### config.mk
export PLATFORM = sky130hd
export DESIGN_NAME = uart_rx_core
export DESIGN_NICKNAME = d
export VERILOG_FILES = /design/src/rtl/uart_pkg.sv /design/src/rtl/uart_rx_sync.sv /design/src/rtl/uart_rx_core.sv
export SDC_FILE = /design/constraint.sdc
export NUM_CORES = 1
export LEC_CHECK = 0
export BUFFER_PORTS_ARGS = -buffer_cell sky130_fd_sc_hd__buf_2
export CELL_PAD_IN_SITES_DETAIL_PLACEMENT = 1
export CELL_PAD_IN_SITES_GLOBAL_PLACEMENT = 2
export CORE_ASPECT_RATIO = 0.5
export CORE_MARGIN = 5
export CORE_UTILIZATION = 28
export DETAILED_ROUTE_END_ITERATION = 10
export PLACE_DENSITY_LB_ADDON = 0.12
export RECOVER_POWER = 25
export SYNTH_ARGS = -nofsm -noshare
export SYNTH_HDL_FRONTEND = slang
export SYNTH_SLANG_ARGS = --single-unit
### constraint.sdc
create_clock -name clk -period 2.6 [get_ports clk]
set_input_delay 0.39 -clock clk [delete_from_list [all_inputs] [get_ports clk]]
set_output_delay 0.39 -clock clk [all_outputs]
set_load 0.01 [all_outputs]
### src/rtl/uart_pkg.sv
// uart_pkg: definitions shared by the UART receive and transmit sides.
//   - uart_state_e : receiver FSM state encoding
//   - DataWDefault : default number of data bits per frame
//   - ParityEn     : 1 when built with UART_RX_PARITY_EN (8E1), else 0 (8N1)
package uart_pkg;

    typedef enum logic [2:0] {
        StIdle,
        StStart,
        StData,
        StParity,
        StStop,
        StWaitIdle
    } uart_state_e;

    localparam int unsigned DataWDefault = 8;

`ifdef UART_RX_PARITY_EN
    localparam bit ParityEn = 1'b1;
`else
    localparam bit ParityEn = 1'b0;
`endif

endpackage

### src/rtl/uart_rx_sync.sv
// uart_rx_sync: two-flop synchronizer for the asynchronous serial line.
// Both flops reset to 1 so a line held idle-high never looks like a start bit.
// Ports:
//   clk   - system clock
//   rst_n - asynchronous active-low reset
//   rx_i  - raw asynchronous serial input
//   rx_o  - synchronized serial line
module uart_rx_sync (
    input  logic clk,
    input  logic rst_n,
    input  logic rx_i,
    output logic rx_o
);

    logic meta_q;
    logic sync_q;

    always_ff @(posedge clk or negedge rst_n) begin
        if (!rst_n) begin
            meta_q <= 1'b1;
            sync_q <= 1'b1;
        end else begin
            meta_q <= rx_i;
            sync_q <= meta_q;
        end
    end

    assign rx_o = sync_q;

endmodule

### src/rtl/uart_rx_core.sv
// uart_rx_core: UART receiver (LSB first, idle high) with a one-entry held
// output register and valid/ready handshake.
// Build option: define UART_RX_PARITY_EN for 8E1 frames (even parity checked,
// parity_err live); otherwise frames are 8N1 and parity_err is constant 0.
// Ports:
//   clk        - system clock, rising edge
//   rst_n      - asynchronous active-low reset
//   rx         - asynchronous serial line
//   data       - received byte, stable while valid
//   valid      - data holds an unconsumed byte
//   ready      - consumer accepts data when valid && ready
//   frame_err  - 1-cycle pulse: stop bit sampled low
//   parity_err - 1-cycle pulse: parity mismatch
//   overrun    - 1-cycle pulse: byte dropped because data was still held
module uart_rx_core
    import uart_pkg::*;
#(
    parameter int unsigned CLKS_PER_BIT = 868,
    parameter int unsigned DATA_W       = DataWDefault
) (
    input  logic              clk,
    input  logic              rst_n,
    input  logic              rx,
    output logic [DATA_W-1:0] data,
    output logic              valid,
    input  logic              ready,
    output logic              frame_err,
    output logic              parity_err,
    output logic              overrun
);

    localparam int unsigned BaudW = $clog2(CLKS_PER_BIT);
    localparam int unsigned BitW  = $clog2(DATA_W + 1);
    // The counter counts down to zero and the sample takes one more cycle,
    // so load one less than the wanted interval.
    localparam logic [BaudW-1:0] BaudFull = BaudW'(CLKS_PER_BIT - 1);
    localparam logic [BaudW-1:0] BaudHalf = BaudW'(CLKS_PER_BIT / 2 - 1);
    localparam logic [BitW-1:0]  BitLast  = BitW'(DATA_W - 1);

    logic rx_s;

    uart_rx_sync u_sync (
        .clk   (clk),
        .rst_n (rst_n),
        .rx_i  (rx),
        .rx_o  (rx_s)
    );

    uart_state_e       state_q, state_d;
    logic [BaudW-1:0]  baud_q, baud_d;
    logic [BitW-1:0]   bit_cnt_q, bit_cnt_d;
    logic [DATA_W-1:0] shift_q, shift_d;
    logic [DATA_W-1:0] data_q, data_d;
    logic              valid_q, valid_d;
    logic              frame_err_q, frame_err_d;
    logic              parity_err_q, parity_err_d;
    logic              overrun_q, overrun_d;
    logic              baud_tick;
    logic              par_bad;

`ifdef UART_RX_PARITY_EN
    logic par_bad_q, par_bad_d;

    always_ff @(posedge clk or negedge rst_n) begin
        if (!rst_n) begin
            par_bad_q <= 1'b0;
        end else begin
            par_bad_q <= par_bad_d;
        end
    end

    assign par_bad = par_bad_q;
`else
    assign par_bad = 1'b0;
`endif

    assign baud_tick = (baud_q == '0);

    always_comb begin
        state_d      = state_q;
        baud_d       = baud_q;
        bit_cnt_d    = bit_cnt_q;
        shift_d      = shift_q;
        data_d       = data_q;
        valid_d      = valid_q;
        frame_err_d  = 1'b0;
        parity_err_d = 1'b0;
        overrun_d    = 1'b0;
`ifdef UART_RX_PARITY_EN
        par_bad_d    = par_bad_q;
`endif

        // A newly delivered byte below overrides this clear.
        if (valid_q && ready) begin
            valid_d = 1'b0;
        end

        unique case (state_q)
            StIdle: begin
                if (!rx_s) begin
                    bit_cnt_d = '0;
                    baud_d    = BaudHalf;
                    state_d   = StStart;
                end
            end
            StStart: begin
                if (!baud_tick) begin
                    baud_d = baud_q - BaudW'(1);
                end else if (rx_s) begin
                    state_d = StIdle;
                end else begin
                    baud_d  = BaudFull;
                    state_d = StData;
                end
            end
            StData: begin
                if (!baud_tick) begin
                    baud_d = baud_q - BaudW'(1);
                end else begin
                    baud_d  = BaudFull;
                    shift_d = {rx_s, shift_q[DATA_W-1:1]};
                    if (bit_cnt_q == BitLast) begin
`ifdef UART_RX_PARITY_EN
                        state_d = StParity;
`else
                        state_d = StStop;
`endif
                    end else begin
                        bit_cnt_d = bit_cnt_q + BitW'(1);
                    end
                end
            end
`ifdef UART_RX_PARITY_EN
            StParity: begin
                if (!baud_tick) begin
                    baud_d = baud_q - BaudW'(1);
                end else begin
                    baud_d    = BaudFull;
                    par_bad_d = rx_s ^ (^shift_q);
                    state_d   = StStop;
                end
            end
`endif
            StStop: begin
                if (!baud_tick) begin
                    baud_d = baud_q - BaudW'(1);
                end else if (!rx_s) begin
                    frame_err_d  = 1'b1;
                    parity_err_d = par_bad;
                    state_d      = StWaitIdle;
                end else if (par_bad) begin
                    parity_err_d = 1'b1;
                    state_d      = StIdle;
                end else begin
                    state_d = StIdle;
                    if (!valid_q || ready) begin
                        data_d  = shift_q;
                        valid_d = 1'b1;
                    end else begin
                        overrun_d = 1'b1;
                    end
                end
            end
            StWaitIdle: begin
                // Hold off until the line returns high so a break is one error.
                if (rx_s) begin
                    state_d = StIdle;
                end
            end
            default: state_d = StIdle;
        endcase
    end

    always_ff @(posedge clk or negedge rst_n) begin
        if (!rst_n) begin
            state_q      <= StIdle;
            baud_q       <= '0;
            bit_cnt_q    <= '0;
            shift_q      <= '0;
            data_q       <= '0;
            valid_q      <= 1'b0;
            frame_err_q  <= 1'b0;
            parity_err_q <= 1'b0;
            overrun_q    <= 1'b0;
        end else begin
            state_q      <= state_d;
            baud_q       <= baud_d;
            bit_cnt_q    <= bit_cnt_d;
            shift_q      <= shift_d;
            data_q       <= data_d;
            valid_q      <= valid_d;
            frame_err_q  <= frame_err_d;
            parity_err_q <= parity_err_d;
            overrun_q    <= overrun_d;
        end
    end

    assign data       = data_q;
    assign valid      = valid_q;
    assign frame_err  = frame_err_q;
    assign parity_err = ParityEn & parity_err_q;
    assign overrun    = overrun_q;

endmodule

=== Yosys cells after proc, flatten, opt, wreduce, memory -nomap -nowiden ===
Index checks and enable logic that the tools add are counted.

* Bits in registers: 38
* Input bits: 4
* Output and inout port bits: 12
* Word-level logic and storage cells: 69

* $add $sub $neg: 2
* Equality and inequality tests: 14
* Muxes and demuxes: 31
* Reductions and logical operators: 12

{| class="wikitable"
|+ Operator list
! kind !! number
|-
| $mux W10 || 5
|-
| $pmux W10 S4 || 1
|-
| $mux W3 || 7
|-
| $pmux W3 S5 || 1
|-
| $ne A2 B2 Y1 const B || 7
|-
| $mux W1 || 12
|-
| $mux W4 || 3
|-
| $reduce_and A4 Y1 || 3
|-
| $logic_not A10 Y1 || 1
|-
| $sub A10 B1 Y10 const B || 1
|-
| $pmux W4 S2 || 1
|-
| $eq A3 B3 Y1 const B || 2
|-
| $reduce_and A6 Y1 || 1
|-
| $add A4 B1 Y4 const B || 1
|-
| $eq A4 B3 Y1 const B || 1
|-
| $reduce_bool A4 Y1 || 1
|-
| $eq A3 B1 Y1 const B || 1
|-
| $eq A3 B2 Y1 const B || 1
|-
| $logic_not A3 Y1 || 1
|-
| $ne A3 B3 Y1 const B || 1
|-
| $mux W2 || 1
|-
| $ne A2 B1 Y1 const B || 1
|-
| $reduce_and A2 Y1 || 1
|-
| $reduce_bool A2 Y1 || 1
|-
| other kinds (3) || 3
|}

=== Logic depth before layout (Yosys ltp) ===
* Depth in word-level cells: 6
* Gate-level depth with buffers: 8
* Depth with buffers taken out: 7

=== By module ===
Synthesis repeated with hierarchy kept, for this count alone.

* Cell total of the unflattened synthesis: 174
* Area total of the unflattened synthesis: 2,052.0 sq um

{| class="wikitable"
|+ Modules (own cells, without submodules)
! module !! times used !! cells an instance !! area each (sq um) !! sequential area each (sq um)
|-
| uart_rx_core || 1 || 172 || 1,999.4 || 900.9
|-
| uart_rx_sync || 1 || 2 || 52.6 || 52.6
|}

=== Worst setup path after synthesis ===
OpenSTA, ideal clock, no wires.

* Kind: register to register
* Start point: register baud_q[0]
* End point: register data_q[0], in the netlist data[0]
* Setup time: 0.125 ns
* Arrival: 1.920 ns
* Required time: 2.475 ns
* Slack: 0.555 ns
* Stages on the path, launching flop included: 7
* Path buffers: 0
* Period minus slack after synthesis: 2.045 ns
* Cells stage by stage: dfrtp_1 inv_1 ha_1 nor3b_1 nand3b_4 nor3b_4 mux2_2

* Cells in the longest elaborated chain, start to end: 2

{| class="wikitable"
|+ RTL lines
! item !! line !! source
|-
| start: declaration || uart_rx_core.sv:50 || <nowiki>logic [BaudW-1:0] baud_q, baud_d;</nowiki>
|-
| start signal: assignment || uart_rx_core.sv:187 || <nowiki>baud_q <= baud_d;</nowiki>
|-
| $logic_not A10 Y1 || uart_rx_core.sv:77 || <nowiki>assign baud_tick = (baud_q == '0);</nowiki>
|-
| $reduce_and A4 Y1 (no line) || - ||
|-
| end signal: assignment || uart_rx_core.sv:190 || <nowiki>data_q <= data_d;</nowiki>
|-
| end: declaration || uart_rx_core.sv:53 || <nowiki>logic [DATA_W-1:0] data_q, data_d;</nowiki>
|}

Every way passes these cells.
A chain may end at the register's enable or synchronous reset.

=== Worst setup path in the final report ===
* Start point: register baud_q[4]
* End point: register data_q[7], in the netlist data[7]

Same word-level chain as after synthesis.

==> results.txt <==
The run finished, with violations left. The final reports fail on capacitance limit, slew limit. The number of cells in the finished layout apart from fillers came out at 277. The total iterations of the first detailed-routing run came out at 4. The routed design could run at a clock period as short as 2309 ps. The share of the synthesized area in the top cell type came out at 48.32%. The maximum vdd drop came out at 0.3563 mV. The final setup violation count came out at 0.

Among all cell types in the netlist, the one instantiated most often is sky130_fd_sc_hd__dfrtp_1. Setup repair after global routing left no endpoint under its margin. The power density normalized to cell area came out at 638.0 nW/um^2. The final HPWL from detailed placement is 2883 um.

Dividing the detail-routed wire length by the instance count gives 14.63 um. After synthesis, the cell types taking the most area are sky130_fd_sc_hd__dfrtp_1, sky130_fd_sc_hd__mux2_2, sky130_fd_sc_hd__o21ai_0. The setup slack of the critical path after layout is 290.9 ps.

For flop-to-flop paths, the worst setup slack is 290 ps. The synthesized netlist devotes 15.97% of its cell area to simple gates. The worst setup path is of the reg -> reg kind. The number of library cell types mapped by synthesis is 43. STA classifies the critical path endpoint as a flop.

The number of port buffers is 14. The biggest area contributor in the post-synthesis netlist is sky130_fd_sc_hd__dfrtp_1. Post-CTS repair changed the size of 0 cells. The number of warnings printed during yosys synthesis came out at 0.

The total I/O pin count is 16. Global routing finished with a remaining overflow of 0. The end point of the critical path is data[7]. The longest clock path from root to sink contains 2 buffers. The clock transition at the register clock pins on the worst setup and hold paths after CTS is 60 ps. The mux cell area share after synthesis is 10.27%. STA classifies the critical path startpoint as a flop.

The period utilization came out at 88.81%. The initial cell density of the core is 28.38%. The relative max-transition margin came out at -41.59%. For the worst flop-to-flop path, the logic depth is 4. The area added between synthesis and finish is 18.72%. The final layout contains 191 nets.

The required time reported for the critical path endpoint came out at 2760 ps. The count of unresolved DRC violations after routing is 0. The number of rows created at floorplan came out at 21.

Averaged over all synthesized cells, the footprint is 11.16 um^2. At the pin with the least slew margin, the transition time is 2124 ps. The first global-routing pass estimated 6837 um of wire. The sequential cell area fraction in the yosys report came out at 51.14%. Entering global routing, the biggest net connects 39 pins.

The class of the worst hold path is in -> reg. The startpoint identified for the worst register-to-register timing path is baud_q[4]. The count of clock tree sinks came out at 38. In the global route stage, overall resource usage came out at 10.26%. The commonest cells after synthesis are sky130_fd_sc_hd__dfrtp_1, sky130_fd_sc_hd__mux2_2, sky130_fd_sc_hd__nor2_1, sky130_fd_sc_hd__o21ai_0, sky130_fd_sc_hd__a21oi_1. The count of final max-slew check failures came out at 39. After synthesis, the largest family of logic cells by area is compound AO/OA/AOI/OAI gates.

The die height came out at 67.70 um. The mean number of vias per cell is 4.729. The reported leakage power came out at 1.015 nW.

The post-CTS setup buffer count is 0. The cell area after technology mapping came out at 1864 um^2. Of the total synthesized cell area, the portion taken by XOR and XNOR cells is 0.4698%. The number of placed cells counting well taps is 269. The count of state elements after synthesis is 38. The synthesized net count is 174.

The later-pin clock latency in the skew report is 280 ps. STA puts the critical path data arrival time at 2470 ps. The chip width is 125.4 um.

The number of global-route vias before repair came out at 1361. The area after detailed placement came out at 2021 um^2. The total core area is 6569 um^2. The final clock skew is 5.925 ps. In this run the critical register-to-register path is captured at data[7]. The post-synthesis adder-cell area fraction came out at 2.013%. The max-cap check violation count is 1. The post-route setup TNS is 0 ps.

The number of antenna repair diodes came out at 0. Summing the areas of all compound-gate instances in the mapped netlist gives 16.78% of the synthesized area. The total CTS buffers is 5. The post-detailed-routing wire length is 4052 um.

The starting DRC count in detailed routing came out at 46. Along the worst path, the maximum fanout reaches 12. After routing the design area is 2213 um^2. The H-tree was split into 2 levels. The initial antenna violation count is 0. The hold violation count in the final report is 0. The total of hold buffers inserted after clock tree synthesis came out at 0. The overall via count from detail_route is 1310. The die footprint came out at 8489 um^2. The root buffer cell is sky130_fd_sc_hd__clkbuf_16. TritonCTS built the clock tree. OpenSTA, run right after detailed placement, puts the worst setup slack at 307.7 ps. The proportion of layout cells with a drive suffix above 1 came out at 27.03%. In the synthesized netlist the async set-or-reset flop fraction comes to 100.0%. In this run the remaining antenna-violating nets after routing total 0.

The predominant post-synthesis flop cell is sky130_fd_sc_hd__dfrtp_1. The number of enable-type register cells in the synthesized netlist is 0. The number of standard cells after synthesis came out at 167. The worst setup path startpoint is baud_q[4]. The maximum clock rate is 433.1 MHz. At the end of routability-driven placement, the weighted congestion stood at 0.7699.
-- how the worst min path moves through the flow --
stage / from / end / slack, ps / depth (start not counted)
2_1_floorplan: rst_n / baud_q[0] / 90 / 0
3_3_place_gp: u_sync.meta_q / u_sync.rx_o / 350 / 0
3_5_place_dp: u_sync.meta_q / u_sync.rx_o / 350 / 0
4_1_cts: rx / u_sync.meta_q / 200 / 1
5_1_grt: rx / u_sync.meta_q / 200 / 1
6_report: rx / u_sync.meta_q / 210 / 1
-- final cells by class --
cell class	instances	area, um^2
Clock buffer	5	125.1
Inverter	4	15.01
Sequential cell	38	953.4
Fill cell	760	4355
Clock inverter	3	68.82
Tap cell	92	115.1
Multi-Input combinational cell	119	852.1
Timing Repair Buffer	16	83.83
-- kinds of logic after synthesis --
| logic type | count (synthesis) |
|---|---|
| AOI/OAI and AO/OA | 48 |
| xor gates and xnor gates | 1 |
| adders and majority gates | 3 |
| buffers and inverters | 10 |
| DFF | 38 |
| muxes | 17 |
| other | 1 |
| and+or+nand+nor | 49 |
-- per-stage QoR --
stage	utilization, %	power [mW]	hold WS, ps
after floorplan	-	0.6108	94.41
after global placement	30.76	0.6258	347.8
after detailed placement	30.76	0.6259	349.7
after CTS	33.71	1.434	199.7
after global routing	33.70	1.458	200.6
final	33.70	1.412	206.9
-- critical path: stages, from the launching register on --
cell and delay, ps:
sky130_fd_sc_hd__dfrtp_1 430, sky130_fd_sc_hd__or4_4 590, sky130_fd_sc_hd__nand3b_4 270, sky130_fd_sc_hd__nor3b_4 510
sky130_fd_sc_hd__mux2_2 400
-- power by group --
group,switching (mW),leakage [nW],total (mW),internal [mW]
clock network,0.247,0.0940,0.799,0.551
logic,0.0142,0.417,0.0170,0.00283
registers,0.00211,0.504,0.596,0.594
-- layout by cell type (no fill, tap or decap), types with 4 or more instances in the layout --
cell type | synthesis | final
sky130_fd_sc_hd__a21oi_1 | 11 | 11
sky130_fd_sc_hd__buf_2 | 2 | 13
sky130_fd_sc_hd__clkbuf_16 | 0 | 5
sky130_fd_sc_hd__dfrtp_1 | 36 | 36
sky130_fd_sc_hd__inv_1 | 4 | 4
sky130_fd_sc_hd__mux2_2 | 17 | 17
sky130_fd_sc_hd__nand2_1 | 9 | 9
sky130_fd_sc_hd__nor2_1 | 14 | 14
sky130_fd_sc_hd__nor3_1 | 6 | 6
sky130_fd_sc_hd__o21ai_0 | 14 | 14
sky130_fd_sc_hd__o2bb2ai_1 | 4 | 4
sky130_fd_sc_hd__o31ai_1 | 4 | 4
-- state kept, by name (all words and copies together) (netlist names) --
name and cells:
baud_q 10, state_q 3, bit_cnt_q 4, shift_q 8, data 8, valid 1
u_sync.meta_q 1, frame_err 1, overrun 1, u_sync.rx_o 1
-- metal layers --
metal / track usage (%) / share of wire (%) / wire [um] / up-vias
met5: 0 / 0 / 0 / -
met1: 13.70 / 53 / 2128 / 649
met4: 3.243 / 0.57 / 23 / 0
met2: 16.38 / 45 / 1810 / 9
met3: 2.844 / 2.2 / 90 / 4
li1: - / - / - / 648
(Power assumes the default switching activity.)
